==> src/rtl/instr_fetch_pkg.sv <==
// Shared definitions for the instruction fetch/sequencing unit:
// instruction-pointer load encodings, fetch states and opcode field position.
package instr_fetch_pkg;

  localparam int unsigned OPCODE_WIDTH = 8;

  typedef enum logic [1:0] {
    IPTR_INC       = 2'b00,
    IPTR_JUMP      = 2'b01,
    IPTR_JUMP_COND = 2'b10,
    IPTR_RSVD      = 2'b11
  } iptr_load_e;

  typedef enum logic [1:0] {
    IDLE,
    ISSUE,
    WAIT,
    HOLD
  } fetch_state_e;

  // Opcode occupies the top OPCODE_WIDTH bits of the instruction word.
  function automatic int unsigned opcode_msb(input int unsigned instr_width);
    return instr_width - 1;
  endfunction

endpackage

==> src/rtl/instr_fetch.sv <==
// Instruction fetch/sequencing unit: owns the instruction pointer, reads the
// synchronous instruction memory and hands words to the decoder via valid/ready.
// Optional stall counter output enabled by defining INSTR_FETCH_STALL_CNT_EN.
module instr_fetch
  import instr_fetch_pkg::*;
#(
  parameter int unsigned INSTR_WIDTH      = 128,
  parameter int unsigned ADDR_WIDTH       = 8,
  parameter int unsigned MEM_READ_LATENCY = 2
) (
  input  logic                   clk,
  input  logic                   rst_n,
  input  logic                   start,
  input  logic [ADDR_WIDTH-1:0]  start_addr,
  output logic                   mem_rd_en,
  output logic [ADDR_WIDTH-1:0]  mem_addr,
  input  logic [INSTR_WIDTH-1:0] mem_data,
  output logic [INSTR_WIDTH-1:0] instr_out,
  output logic [7:0]             opcode,
  output logic                   instr_valid,
  input  logic                   instr_ready,
  input  logic [1:0]             instr_ptr_load_en,
  input  logic [ADDR_WIDTH-1:0]  jump_addr,
  input  logic                   alu_cmp,
  input  logic                   done,
  output logic                   busy,
`ifdef INSTR_FETCH_STALL_CNT_EN
  output logic [31:0]            stall_cnt,
`endif
  output logic [ADDR_WIDTH-1:0]  pc
);

  localparam int unsigned CNT_W = $clog2(MEM_READ_LATENCY + 1);

  fetch_state_e           state_q, state_d;
  logic [ADDR_WIDTH-1:0]  pc_q, pc_d;
  logic [ADDR_WIDTH-1:0]  mem_addr_q, mem_addr_d;
  logic                   mem_rd_en_q, mem_rd_en_d;
  logic [INSTR_WIDTH-1:0] instr_q, instr_d;
  logic                   valid_q, valid_d;
  logic [CNT_W-1:0]       cnt_q, cnt_d;
  logic [ADDR_WIDTH-1:0]  pc_inc;
  logic [ADDR_WIDTH-1:0]  pc_next;

  assign pc_inc = pc_q + ADDR_WIDTH'(1);

  always_comb begin
    pc_next = pc_inc;
    case (iptr_load_e'(instr_ptr_load_en))
      IPTR_JUMP:      pc_next = jump_addr;
      IPTR_JUMP_COND: pc_next = alu_cmp ? jump_addr : pc_inc;
      default:        pc_next = pc_inc;
    endcase
  end

  // The read strobe and address are registered: they are set up on the edge
  // that enters ISSUE, so mem_rd_en is high exactly while the state is ISSUE.
  always_comb begin
    state_d     = state_q;
    pc_d        = pc_q;
    mem_addr_d  = mem_addr_q;
    mem_rd_en_d = 1'b0;
    instr_d     = instr_q;
    valid_d     = valid_q;
    cnt_d       = cnt_q;
    case (state_q)
      IDLE: begin
        if (start) begin
          pc_d        = start_addr;
          mem_addr_d  = start_addr;
          mem_rd_en_d = 1'b1;
          state_d     = ISSUE;
        end
      end
      ISSUE: begin
        cnt_d   = CNT_W'(MEM_READ_LATENCY);
        state_d = WAIT;
      end
      WAIT: begin
        cnt_d = cnt_q - CNT_W'(1);
        if (cnt_q == CNT_W'(1)) begin
          instr_d = mem_data;
          valid_d = 1'b1;
          state_d = HOLD;
        end
      end
      HOLD: begin
        if (valid_q && instr_ready) begin
          valid_d = 1'b0;
          if (done) begin
            state_d = IDLE;
          end else begin
            pc_d        = pc_next;
            mem_addr_d  = pc_next;
            mem_rd_en_d = 1'b1;
            state_d     = ISSUE;
          end
        end
      end
      default: state_d = IDLE;
    endcase
  end

  always_ff @(posedge clk or negedge rst_n) begin
    if (!rst_n) begin
      state_q     <= IDLE;
      pc_q        <= '0;
      mem_addr_q  <= '0;
      mem_rd_en_q <= 1'b0;
      instr_q     <= '0;
      valid_q     <= 1'b0;
      cnt_q       <= '0;
    end else begin
      state_q     <= state_d;
      pc_q        <= pc_d;
      mem_addr_q  <= mem_addr_d;
      mem_rd_en_q <= mem_rd_en_d;
      instr_q     <= instr_d;
      valid_q     <= valid_d;
      cnt_q       <= cnt_d;
    end
  end

`ifdef INSTR_FETCH_STALL_CNT_EN
  logic [31:0] stall_q, stall_d;

  always_comb begin
    stall_d = stall_q;
    if (state_q == IDLE && start) begin
      stall_d = '0;
    end else if (state_q != IDLE && !valid_q && stall_q != '1) begin
      stall_d = stall_q + 32'd1;
    end
  end

  always_ff @(posedge clk or negedge rst_n) begin
    if (!rst_n) stall_q <= '0;
    else        stall_q <= stall_d;
  end

  assign stall_cnt = stall_q;
`endif

  assign mem_rd_en   = mem_rd_en_q;
  assign mem_addr    = mem_addr_q;
  assign instr_out   = instr_q;
  assign opcode      = instr_q[opcode_msb(INSTR_WIDTH) -: OPCODE_WIDTH];
  assign instr_valid = valid_q;
  assign busy        = (state_q != IDLE);
  assign pc          = pc_q;

endmodule

==> config.mk <==
export PLATFORM = sky130hd
export DESIGN_NAME = instr_fetch
export DESIGN_NICKNAME = d
export VERILOG_FILES = /design/src/rtl/instr_fetch_pkg.sv /design/src/rtl/instr_fetch.sv
export SDC_FILE = /design/constraint.sdc
export NUM_CORES = 1
export LEC_CHECK = 0
export CELL_PAD_IN_SITES_DETAIL_PLACEMENT = 2
export CELL_PAD_IN_SITES_GLOBAL_PLACEMENT = 2
export CORE_MARGIN = 4
export CORE_UTILIZATION = 42
export DETAILED_ROUTE_END_ITERATION = 10
export DONT_BUFFER_PORTS = 1
export GPL_TIMING_DRIVEN = 1
export PLACE_DENSITY = 0.94
export SKIP_CTS_REPAIR_TIMING = 1
export SYNTH_ARGS = -nofsm -noshare
export SYNTH_HDL_FRONTEND = slang
export SYNTH_SLANG_ARGS = --single-unit
==> constraint.sdc <==
create_clock -name clk -period 4.1 [get_ports clk]
set_clock_uncertainty 0.15 [all_clocks]
set_input_delay 1.23 -clock clk [delete_from_list [all_inputs] [get_ports clk]]
set_output_delay 1.23 -clock clk [all_outputs]
set_load 0.02 [all_outputs]
# Word-level counts from Yosys, hierarchy flattened
# Cells that the tools add are included.
# Widths: inputs -> output; s select.
[word_totals]
output_inout_bits = 155
regBits = 142
in_bits = 152
word_cells = 47
[classes]
muxes = 19
eq_ne = 10
reduce_logical = 10
addsub = 2
[ops]
columns = ["operator", "count"]
rows = [
  ["$mux 8", 4],
  ["$pmux 8 s2", 2],
  ["$add 8x1->8 const B", 1],
  ["$ne 2x2->1 const B", 4],
  ["$pmux 2 s4", 1],
  ["$reduce_bool 2->1", 4],
  ["$eq 2x1->1 const B", 3],
  ["$eq 2x2->1 const B", 3],
  ["$mux 1", 6],
  ["$mux 2", 3],
  ["$reduce_and 3->1", 2],
  ["$pmux 1 s2", 2],
  ["$pmux 2 s2", 1],
  ["$reduce_and 4->1", 1],
  ["$logic_not 2->1", 1],
  ["$reduce_and 2->1", 1],
  ["$sub 2x1->2 const B", 1],
  ["$logic_and 1x1->1", 1],
]

# Longest topological paths before layout
# Gate-level depths: netlist of the first run.
[logic_depth]
depth_word = 6
mapped_depth = 7
ltp_nobuf = 6

# Least setup slack after synthesis of the first run
# OpenSTA, ideal clock, no wires.
[synth_timing]
path_kind = "in2reg"
from = "in instr_ptr_load_en[0]"
to = "reg mem_addr_q[5] (netlist: mem_addr[5])"
arrival_time_ps = 2313
required_ps = 3814
setup_ps = 136
slack_ps = 1500
n_path_buf = 0
path_stages = 5
cell_sequence = "inv_1 ha_1 o221a_2 a2111oi_0 o21ai_0"
[synth_via]
elab_chain_cells = 5
elab_cells_between_ends = 6
cone_classes = "2 x eq/ne; 4 x mux"
[synth_rtl]
columns = ["element", "line_no", "text"]
rows = [
  ["from (decl)", "instr_fetch.sv:22", "input logic [1:0] instr_ptr_load_en,"],
  ["$eq 2x2->1 or $eq 2x1->1 (tied branches)", "instr_fetch.sv:49", "case (iptr_load_e'(instr_ptr_load_en))"],
  ["$pmux 8 s2 *", "instr_fetch.sv:49", ""],
  ["$mux 8 *", "instr_fetch.sv:90", "if (done) begin"],
  ["$mux 8 *", "instr_fetch.sv:88", "if (valid_q && instr_ready) begin"],
  ["$pmux 8 s2 *", "instr_fetch.sv:66", "case (state_q)"],
  ["to (signal assigned)", "instr_fetch.sv:116", "mem_addr_q <= mem_addr_d;"],
  ["to (decl)", "instr_fetch.sv:37", "logic [ADDR_WIDTH-1:0] mem_addr_q, mem_addr_d;"],
]
# Mark *: on every way between the ends. The rest lies on a longest branch, timed or not. The select of a mux whose other input is x is not followed.
# A chain may end at the register's enable or synchronous reset.

# Final worst setup path of the first run
[layout_timing]
from = "reg state_q[0]"
to = "out busy"
[layout_via]
elab_chain_cells = 1
[layout_rtl]
columns = ["element", "line_no", "text"]
rows = [
  ["from (decl)", "instr_fetch.sv:35", "fetch_state_e state_q, state_d;"],
  ["from (signal assigned)", "instr_fetch.sv:114", "state_q <= state_d;"],
  ["$reduce_bool 2->1", "instr_fetch.sv:149", "assign busy = (state_q != IDLE);"],
  ["to (decl)", "instr_fetch.sv:26", "output logic busy,"],
]
# Every way passes these cells.

==> results of run 1 <==
[cell usage after synthesis (2+ instances only)]
cell | count | share of area [%]
nand2_1 | 13 | 0.84
nand3_1 | 3 | 0.26
nor2b_1 | 2 | 0.22
a2111oi_0 | 3 | 0.45
inv_1 | 12 | 0.78
nor2_1 | 2 | 0.13
o22ai_1 | 3 | 0.32
ha_1 | 7 | 1.5
nand2b_1 | 3 | 0.32
mux2_2 | 128 | 25
xnor2_1 | 2 | 0.30
a21oi_1 | 4 | 0.35
a221oi_1 | 7 | 1.1
buf_2 | 15 | 1.3
dfrtp_1 | 142 | 61
o21ai_0 | 18 | 1.6
buf_4 | 16 | 2.1
[per-layer routing]
layer  vias to the layer above  wire (um)
met4                         0        163
met2                       191       9290
met5                         -          0
met1                      1649       4880
li1                       1377          -
met3                        15       1550
[per-stage QoR]
stage	util [%]	cell area, um^2	setup WS [ns]
finish	48.1	6440	1.37
global route	48.1	6440	1.28
CTS	48.0	6440	1.33
detailed placement	43.6	5850	1.29
global placement	43.6	5850	1.40
floorplan	-	5800	1.50
[power groups by stage]
stage	logic, W	registers (W)	clock network, W
CTS	0.00116	0.00379	0.00156
detailed placement	0.00115	0.00380	0
global placement	0.00101	0.00373	0
floorplan	0.00113	0.00338	0
finish	0.00113	0.00376	0.00152
global route	0.00128	0.00385	0.00164
[logic make-up (layout without fill, tap and decap cells)]
group	count (synthesis)	count (layout)	synth area share (%)
flops	142	142	61.3
mux	129	129	25.0
buf+inv	44	45	4.21
compound gates	43	43	4.96
simple gates	29	29	2.53
fa+ha+maj	7	7	1.51
xor+xnor	3	3	0.453
other cells	0	1	0
[critical path: cells and delay by family (launching register included)]
family / cells / cell delay (ns)
adders and majority gates: 1 / 0.26
buffers and inverters: 2 / 0.28
DFF: 1 / 0.41
[how the worst max path moves through the flow]
| stage | start | endpoint | slack (ns) | cells past startpoint |
|---|---|---|---|---|
| after floorplan | instr_ptr_load_en[0] | mem_addr[5] | 1.50 | 5 |
| after global placement | instr_ptr_load_en[0] | mem_addr[5] | 1.40 | 5 |
| after detailed placement | done | mem_addr[7] | 1.29 | 4 |
| after CTS | state_q[0] | busy | 1.33 | 3 |
| after global routing | state_q[0] | busy | 1.28 | 3 |
| final | state_q[0] | busy | 1.37 | 3 |
[state kept, by name (all words and copies together) (netlist names)]
register and count:
instr_out 128, cnt_q 2, state_q 2, mem_rd_en 1, mem_addr 8, instr_valid 1
[area by class of cell]
type	count	area, um^2	area share (%)
Sequential cell	142	3550	55.2
Inverter	12	45.0	0.699
Clock inverter	12	135	2.10
Multi-Input combinational cell	211	2010	31.2
Tap cell	176	220	3.42
Timing Repair Buffer	1	20.0	0.311
Clock buffer	20	457	7.09
Antenna cell	1	2.50	0.0389
==> metrics.md, run 1 <==
| Metric | Value |
|---|---|
| Fraction of registers with async set/reset | `100%` |
| Clock Path Buffers | `2` |
| Distinct cells, synth | `34` |
| Net switching power | `0.00273 W` |
| # setup viols final | `0` |
| DRT iter0 DRCs | `between 100 and 150` |
| Largest net degree at the start of global routing | `143` |
| Unrepaired setup endpoints after global routing | `no` |
| Clock-pin slew on the worst setup and hold paths | `about 0.06 ns` |
| DRT antenna net count | `0` |
| FP Rows | `42` |
| Hold Vio Cnt, Final | `0` |
| Final period util | `around two thirds` |
| Minimum clock period | `~2.7 ns` |
| Sequential share of power | `between 50% and 60%` |
| # placed instances | `542` |
| Clock network power share | `23.7%` |
| Gate power share | `17.7%` |
| Share of cells above drive strength 1 | `41.2%` |
| Non-Filler Instances | `575` |
| Max Clk Rate | `0.367 GHz` |
| EDFF count, synth | `0` |
| DR vias/cell | `~5.6` |
| Die W | `roughly 130 um` |
| Setup TNS | `0 ns` |
| Final slew viol count | `0` |
| Top_reg_cell synth | `dfrtp_1` |
| GRT overflow | `0` |
| CP Capture Type | `output port` |
| Total GRT Usage | `about a fifth` |
| Avg Cell Area, Syn | `14.6 um^2` |
| Max cap viols | `0` |
| Worst R2R Path Depth | `5` |
| Total power | `0.00642 W` |
| Post-synth net total | `between 500 and 600` |
| Die footprint | `15700 um^2` |
| H-tree Lvls | `4` |
| RD Place Congestion | `~0.8` |
| Hold crit path type | `input pin to async pin` |
| DR DRC count | `0` |
| FF+latch count, synth | `142` |
| Fillers | `1259` |
| Die height | `125 um` |
| Vias in the first global route | `about 3900` |
| Starting Density | `between 40% and 50%` |
| Slew headroom | `40.3%` |
| Worst-skew pair later-pin latency | `0.40 ns` |
| Post-DR wirelength/cell | `27.6 um` |
| Busiest metal layer after global routing | `met2` |
| Worst Path Arrival | `between 1 and 1.5 ns` |
| End of the worst register-to-register path | `instr_out[98]` |
| Critical path's slowest cell | `dfrtp_1` |
| Area grow syn2layout | `11.1%` |
| Mapped cell area | `just under 6000 um^2` |
| Placed wire-length estimate | `between 10 and 15 mm` |
| Met1 Usage GRT | `18.8%` |
| Actual slew at the worst max-slew pin | `around 0.90 ns` |
| Max IR drop VDD | `around 0.36 mV` |
| Most used cell along the critical path | `inv_1` |
| Sequential cell area fraction in the yosys report | `61.3%` |
| CTS sink count | `between 100 and 150` |
| Yosys warning count | `0` |
| Detailed-route via count | `approximately 3200` |
| Commonest non-fill, non-tap cells in the layout | `dfrtp_1 (142), mux2_2 (128), o21ai_0 (18)` |
| Leak Pwr | `around 2.8 nW` |
| Setup crit start kind | `flip-flop` |
| Pwr dens | `997 nW/um^2` |
| Initial antenna violation count | `2` |
| Worst reg-to-reg setup slack | `1.49 ns` |
| Internal | `0.00369 W` |
| Met3 Use GR | `a little under a tenth` |
| I/O pin total | `307` |
| Commonest non-fill, non-tap cell in the layout | `dfrtp_1` |
| CTS tree | `yes` |
| Cts bufs inserted | `17` |
| Total wire length | `15.9 mm` |
| Core area | `~13000 um^2` |
| Critical path required time | `2.72 ns` |
| CP Max Fanout | `5` |
| Clk Tree Root Cell | `clkbuf_16` |
| Switching share of power | `42.5%` |
| Synth Instances | `397` |
| Biggest cell delay along the critical path | `just over 0.4 ns` |
| Hold slack | `around 0.36 ns` |
| WS Path Type | `flip-flop to output port` |
| PortBufs | `0` |
| First-pass GRT wire length | `24.1 mm` |
| Status | `finished clean` |
| Worst-path cell chain | `inv_1 -> ha_1 -> inv_1` |
| Met2 Track Usage GR | `39.4%` |
| First-pass detailed-route iteration total | `4` |
| Layout Nets | `between 500 and 600` |
| Reg-to-reg critical path startpoint | `state_q[0]` |
Power figures use the tool's default switching activity.
==> run 2: changes to the inputs <==
--- a/config.mk
+++ b/config.mk
@@ -8,11 +8,11 @@
 export CELL_PAD_IN_SITES_DETAIL_PLACEMENT = 2
 export CELL_PAD_IN_SITES_GLOBAL_PLACEMENT = 2
 export CORE_MARGIN = 4
-export CORE_UTILIZATION = 42
+export CORE_UTILIZATION = 39
 export DETAILED_ROUTE_END_ITERATION = 10
 export DONT_BUFFER_PORTS = 1
 export GPL_TIMING_DRIVEN = 1
-export PLACE_DENSITY = 0.94
+export PLACE_DENSITY = 0.89
 export SKIP_CTS_REPAIR_TIMING = 1
 export SYNTH_ARGS = -nofsm -noshare
 export SYNTH_HDL_FRONTEND = slang
==> constraint.sdc (replaced) <==
create_clock -name clk -period 2.7 [get_ports clk]
set_clock_uncertainty 0.15 [all_clocks]
set_input_delay 0.81 -clock clk [delete_from_list [all_inputs] [get_ports clk]]
set_output_delay 0.81 -clock clk [all_outputs]
set_load 0.02 [all_outputs]
==> metrics.md, run 2 (synthesis results as in run 1) <==
| Metric | Value |
|---|---|
| Commonest non-fill, non-tap cells in the layout | `dfrtp_1 (142), mux2_2 (128), o21ai_0 (18)` |
| Clock Path Buffers | `2 (unchanged)` |
| Worst R2R Path Depth | `4 (-1)` |
| Core area | `14500 um^2 (+8.5%)` |
| Minimum clock period | `2.30 ns` |
| Vias in the first global route | `3765 (-3.1%)` |
| Non-Filler Instances | `586 (+1.9%)` |
| Hold slack | `-0.0666 ns (-0.426 ns)` |
| Critical path required time | `1.74 ns (-0.98 ns)` |
| End of the worst register-to-register path | `mem_addr[5]` |
| CP Depth | `3 (unchanged)` |
| PortBufs | `0 (unchanged)` |
| I/O pin total | `307 (unchanged)` |
| Setup crit start kind | `flip-flop` |
| Layout Nets | `548 (+0.74%)` |
| Top delay family on crit path | `flip-flops` |
| Gate power share | `18.7% (+1.0 points)` |
| Leak Pwr | `2.78 nW (+0.72%)` |
| CP Max Fanout | `5 (unchanged)` |
| Worst reg-to-reg setup slack | `0.63 ns (-0.86 ns)` |
| Clock-pin slew on the worst setup and hold paths | `0.06 ns (about the same)` |
| Max reg flops | `128 (unchanged)` |
| Unrepaired setup endpoints after global routing | `no` |
| Max cap viols | `0 (unchanged)` |
| CTS tree | `yes` |
| Total GRT Usage | `18.1% (-2.1 points)` |
| Diode count | `0 (-1)` |
| Setup TNS | `0 ns (unchanged)` |
| Worst-path cell chain | `inv_1 -> ha_1 -> inv_1` |
| Largest net degree at the start of global routing | `143 (unchanged)` |
| Final core utilization | `44.6% (-3.4 points)` |
| Failing checks | `hold timing` |
| Critical Path Source | `state_q[0]` |
| H-tree Lvls | `4 (unchanged)` |
| Status | `finished with violations` |
| DRT antenna net count | `0 (unchanged)` |
| CP Capture Type | `output port` |
| Critical path's slowest cell | `dfrtp_1` |
| First-pass GRT wire length | `22.5 mm (-6.8%)` |
| Hold crit path type | `input pin to async pin` |
| Starting Density | `39.9% (-3.4 points)` |
| Area grow syn2layout | `11.9%` |
| RD Place Congestion | `0.847 (+4.7%)` |
| Max Clk Rate | `0.435 GHz` |
| Actual slew at the worst max-slew pin | `0.651 ns (-0.245 ns)` |
| Biggest cell delay along the critical path | `0.41 ns (about the same)` |
| DR DRC count | `0 (unchanged)` |
| # placed instances | `554 (+2.2%)` |
| Die footprint | `16900 um^2 (+7.2%)` |
| Final slew viol count | `0 (unchanged)` |
| Pwr dens | `1510 nW/um^2 (+51%)` |
| Clk Tree Root Cell | `clkbuf_16` |
| DRT iter0 DRCs | `85 (-26%)` |
| Die W | `130 um (+3.5%)` |
| Hold Vio Cnt, Final | `142 (+142)` |
| Worst Path Arrival | `1.34 ns (about the same)` |
| Slew headroom | `56.6% (+16 points)` |
| WS Path Type | `flip-flop to output port` |
| # setup viols final | `0 (unchanged)` |
| Total wire length | `15.7 mm (-1.4%)` |
| Net switching power | `0.00418 W (+53%)` |
| Clock network power share | `23.7% (about the same)` |
| Max IR drop VDD | `0.487 mV (+35%)` |
| Initial antenna violation count | `0 (-2)` |
| Commonest non-fill, non-tap cell in the layout | `dfrtp_1` |
| Critical path buffers and inverters | `2 (unchanged)` |
| GRT overflow | `0 (unchanged)` |
| Final period util | `85.2%` |
| Placed wire-length estimate | `11.7 mm (-1.8%)` |
| Reg-to-reg critical path startpoint | `mem_addr[2]` |
| Switching share of power | `42.8% (+0.25 points)` |
| End of the critical path | `busy` |
| Share of cells above drive strength 1 | `41.8% (+0.59 points)` |
| CTS sink count | `142 (unchanged)` |
| Post-DR wirelength/cell | `26.8 um (-3.2%)` |
| Most used cell along the critical path | `inv_1` |
| Detailed-route via count | `3192 (-1.2%)` |
| Die height | `130 um (+3.5%)` |
| DR vias/cell | `5.45 (-3.1%)` |
| Cts bufs inserted | `17 (unchanged)` |
| FP Rows | `44 (+4.8%)` |
| First-pass detailed-route iteration total | `4 (unchanged)` |
| Internal | `0.00560 W (+52%)` |
| Sequential share of power | `57.6% (-1.0 points)` |
| Worst-skew pair later-pin latency | `0.41 ns (about the same)` |
[run 2: cell count changes in the layout (fill, tap and decap cells not counted)]
cell	change
buf_4	+3
buf_12	+1
inv_6	+4
clkbuf_8	-2
diode_2	-1
inv_8	-1
clkinv_2	-2
clkinv_4	+1
[run 2: area by class of cell]
class	instances	area, um^2
clock inverter	14	158
inverter	12	45.0
tap	184	230
sequential	142	3550
multi-input combinational	211	2010
timing repair buffer	5	62.6
clock buffer	18	429
fill	1382	8050
[run 2: per-stage QoR]
stage                     power [W]  hold slack [ns]  setup WS, ns  area, um^2
after floorplan             0.00686            0.307         0.520        5800
after global placement      0.00724            0.318         0.458        5900
after detailed placement    0.00755            0.348         0.371        5900
after CTS                   0.00995          -0.0915         0.365        6480
after global routing         0.0103           -0.103         0.290        6480
final                       0.00978          -0.0666         0.400        6480
[run 2: worst min-delay path by stage]
stage                     startpoint  slack (ns)             to
after floorplan             cnt_q[0]        0.31       cnt_q[0]
after global placement      cnt_q[0]        0.32       cnt_q[0]
after detailed placement    cnt_q[0]        0.35       cnt_q[0]
after CTS                      rst_n       -0.09  instr_out[10]
after global routing           rst_n       -0.10  instr_out[10]
final                          rst_n       -0.07  instr_out[12]
[run 2: per-layer routing]
layer / vias to the layer above / share of wire (%) / track usage (%)
met2: 193 / 56 / 33.9
li1: 1381 / - / -
met4: 0 / 1.2 / 5.99
met1: 1602 / 32 / 17.5
met5: - / 0 / 0
met3: 16 / 11 / 8.39
[run 2: power groups by stage]
stage	combinational [W]	sequential, W	clock (W)
5_1_grt	0.00202	0.00579	0.00251
3_5_place_dp	0.00184	0.00571	0
3_3_place_gp	0.00163	0.00561	0
4_1_cts	0.00187	0.00569	0.00239
2_1_floorplan	0.00172	0.00514	0
6_report	0.00183	0.00564	0.00232
==> run 3: changes to the inputs <==
--- a/config.mk
+++ b/config.mk
@@ -5,6 +5,7 @@
 export SDC_FILE = /design/constraint.sdc
 export NUM_CORES = 1
 export LEC_CHECK = 0
+export ABC_AREA = 1
 export CELL_PAD_IN_SITES_DETAIL_PLACEMENT = 2
 export CELL_PAD_IN_SITES_GLOBAL_PLACEMENT = 2
 export CORE_MARGIN = 4
@@ -12,7 +13,7 @@
 export DETAILED_ROUTE_END_ITERATION = 10
 export DONT_BUFFER_PORTS = 1
 export GPL_TIMING_DRIVEN = 1
-export PLACE_DENSITY = 0.89
+export PLACE_DENSITY = 0.88
 export SKIP_CTS_REPAIR_TIMING = 1
 export SYNTH_ARGS = -nofsm -noshare
 export SYNTH_HDL_FRONTEND = slang
==> metrics.md, run 3 <==
| Metric | Value |
|---|---|
| Status | `finished with violations` |
| Failing checks | `hold timing` |
| Leak Pwr | `3.51 nW (+26%)` |
| Share of cells above drive strength 1 | `36.3% (-5.5 points)` |
| CP Capture Type | `output port` |
| RD Place Congestion | `0.731 (-14%)` |
| Layout Nets | `599 (+9.3%)` |
| Hold slack | `-0.0653 ns (+0.00126 ns)` |
| CTS tree | `yes` |
| Biggest cell delay along the critical path | `0.38 ns (-0.03 ns)` |
| Mapped cell area | `6390 um^2 (+10%)` |
| I/O pin total | `307 (unchanged)` |
| Final slew viol count | `0 (unchanged)` |
| Cts bufs inserted | `17 (unchanged)` |
| Max Clk Rate | `0.429 GHz (-1.4%)` |
| Clock network power share | `22.0% (-1.7 points)` |
| Diode count | `0 (unchanged)` |
| Synth area leaders | `dfrtp_1 (56%), mux2_4 (26%), mux2_2 (3.4%)` |
| Area of the multi-input gates | `2460 um^2 (+23%)` |
| Die W | `136 um (+4.7%)` |
| Commonest non-fill, non-tap cells in the layout | `dfrtp_1 (142), mux2_4 (109), nand2_1 (51)` |
| Die footprint | `18500 um^2 (+9.5%)` |
| Top delay family on crit path | `flip-flops` |
| GRT overflow | `0 (unchanged)` |
| Core area | `15900 um^2 (+9.7%)` |
| Cell accounting for the most synthesized area | `dfrtp_1` |
| Switching share of power | `41.5% (-1.2 points)` |
| Total GRT Usage | `17.7% (-0.42 points)` |
| PortBufs | `0 (unchanged)` |
| Critical path buffers and inverters | `2 (unchanged)` |
| Setup TNS | `0 ns (unchanged)` |
| Clock-pin slew on the worst setup and hold paths | `0.06 ns (about the same)` |
| Yosys top cell area share | `55.6% (-5.7 points)` |
| First-pass detailed-route iteration total | `4 (unchanged)` |
| Clk Tree Root Cell | `clkbuf_16` |
| Actual slew at the worst max-slew pin | `0.617 ns (-0.0341 ns)` |
| Critical path required time | `1.74 ns (about the same)` |
| Placed inst area | `6410 um^2 (+8.7%)` |
| Internal | `0.00593 W (+5.9%)` |
| Final core utilization | `43.8% (-0.85 points)` |
| Starting Density | `40.1% (+0.17 points)` |
| WS Path Type | `flip-flop to output port` |
| DR vias/cell | `5.20 (-4.6%)` |
| Hold crit path type | `input pin to async pin` |
| Vias in the first global route | `4050 (+7.6%)` |
| Gate power share | `21.6% (+2.9 points)` |
| Die height | `136 um (+4.7%)` |
| Final period util | `86.4% (+1.2 points)` |
| Reg-to-reg critical path startpoint | `state_q[0]` |
| DRT antenna net count | `0 (unchanged)` |
| Most used cell along the critical path | `inv_1` |
| Net switching power | `0.00421 W (+0.66%)` |
| Worst Path Arrival | `1.37 ns (+0.03 ns)` |
| Setup crit start kind | `flip-flop` |
| Minimum clock period | `2.33 ns (+0.0329 ns)` |
| FP Rows | `46 (+4.5%)` |
| Sequential cell area fraction in the yosys report | `55.6% (-5.7 points)` |
| Final instance area | `6980 um^2 (+7.6%)` |
| Max cap viols | `0 (unchanged)` |
| Detailed-route via count | `3471 (+8.7%)` |
| First-pass GRT wire length | `24.5 mm (+8.9%)` |
| Placed wire-length estimate | `12.1 mm (+2.9%)` |
| Top cells by count, synth | `dfrtp_1 (142), mux2_4 (109), nand2_1 (52)` |
| Worst-path cell chain | `inv_1 -> ha_1 -> inv_1` |
| EDFF count, synth | `0 (unchanged)` |
| DRT iter0 DRCs | `113 (+33%)` |
| Max IR drop VDD | `0.524 mV (+7.7%)` |
| CTS sink count | `142 (unchanged)` |
| Synth Instances | `451 (+14%)` |
| Register area | `3550 um^2 (unchanged)` |
| Critical path's slowest cell | `dfrtp_1` |
| FF+latch count, synth | `142 (unchanged)` |
| Distinct cells, synth | `19 (-44%)` |
| CP Max Fanout | `3 (-2)` |
| Clock Path Buffers | `2 (unchanged)` |
| Fillers | `1565 (+13%)` |
| Count leader, synth | `dfrtp_1` |
| DR DRC count | `0 (unchanged)` |
| Post-DR wirelength/cell | `24.6 um (-7.9%)` |
| Yosys warning count | `0 (unchanged)` |
| Pwr dens | `1450 nW/um^2 (-3.7%)` |
| CP Depth | `3 (unchanged)` |
| Fraction of registers with async set/reset | `100% (unchanged)` |
| Worst reg-to-reg setup slack | `0.64 ns (about the same)` |
| Max reg flops | `128 (unchanged)` |
| Slew headroom | `58.9% (+2.3 points)` |
| Unrepaired setup endpoints after global routing | `no` |
| H-tree Lvls | `4 (unchanged)` |
| Sequential share of power | `56.4% (-1.2 points)` |
| Commonest non-fill, non-tap cell in the layout | `dfrtp_1` |
| Post-synth net total | `610 (+9.7%)` |
| # setup viols final | `0 (unchanged)` |
| End of the worst register-to-register path | `instr_out[92]` |
| Worst-skew pair later-pin latency | `0.41 ns (about the same)` |
| Largest net degree at the start of global routing | `143 (unchanged)` |
| Initial antenna violation count | `1 (+1)` |
| Total wire length | `16.5 mm (+5.0%)` |
| Top_reg_cell synth | `dfrtp_1` |
| Area grow syn2layout | `9.27%` |
| Hold Vio Cnt, Final | `87 (-39%)` |
| Worst R2R Path Depth | `5 (+1)` |
| Avg Cell Area, Syn | `14.2 um^2 (-3.0%)` |
run 3: cell types whose count changed after synthesis, sizes merged, moves of 7 or more:
cell / before / now
a221oi: 7 / 0
o21ai: 18 / 10
nor2: 2 / 29
nand2: 13 / 53
nand3: 3 / 11
inv: 12 / 22
run 3: how the worst max path moves through the flow:
stage,from,endpoint,slack [ns]
final,state_q[0],busy,0.37
after CTS,state_q[0],busy,0.33
after global placement,instr_ptr_load_en[0],mem_addr[1],0.63
after detailed placement,instr_ptr_load_en[0],mem_addr[0],0.59
after floorplan,instr_ptr_load_en[0],mem_addr[0],0.74
after global routing,state_q[0],busy,0.28
run 3: area by class of cell:
class                           instances  area share (%)
Multi-Input combinational cell        254            35.2
Tap cell                              216            3.87
Clock buffer                           20            6.54
Timing Repair Buffer                    3           0.681
Inverter                               22            1.18
Clock inverter                         11            1.56
Sequential cell                       142            50.9
run 3: kinds of logic after synthesis:
group           after synthesis  synth area share [%]
simple gates                 94                  5.82
compound gates               25                  2.21
fa+ha+maj                     7                  1.37
buf+inv                      55                  5.98
mux                         128                  29.0
flops                       142                  55.6
run 3: metal layers:
layer / share of wire, % / track usage [%] / up-vias / wire, um
met4: 1.5 / 6.72 / 2 / 252
met3: 9.7 / 7.85 / 21 / 1600
met1: 35 / 18.6 / 1792 / 5740
met2: 54 / 31.2 / 179 / 8870
li1: - / - / 1477 / -
met5: 0.043 / 0 / - / 7
run 3: stage by stage:
stage	setup slack, ns	power, W	std cells
global route	0.285	0.0107	668
floorplan	0.740	0.00739	451
detailed placement	0.590	0.00798	637
CTS	0.325	0.0103	668
finish	0.367	0.0101	668
global placement	0.632	0.00771	637
run 3: power by group through the flow:
stage | logic [W] | clock network [W] | registers, W
finish | 0.00219 | 0.00223 | 0.00571
global route | 0.00241 | 0.00244 | 0.00588
CTS | 0.00224 | 0.00231 | 0.00576
detailed placement | 0.00222 | 0 | 0.00576
global placement | 0.00204 | 0 | 0.00567
floorplan | 0.00224 | 0 | 0.00515
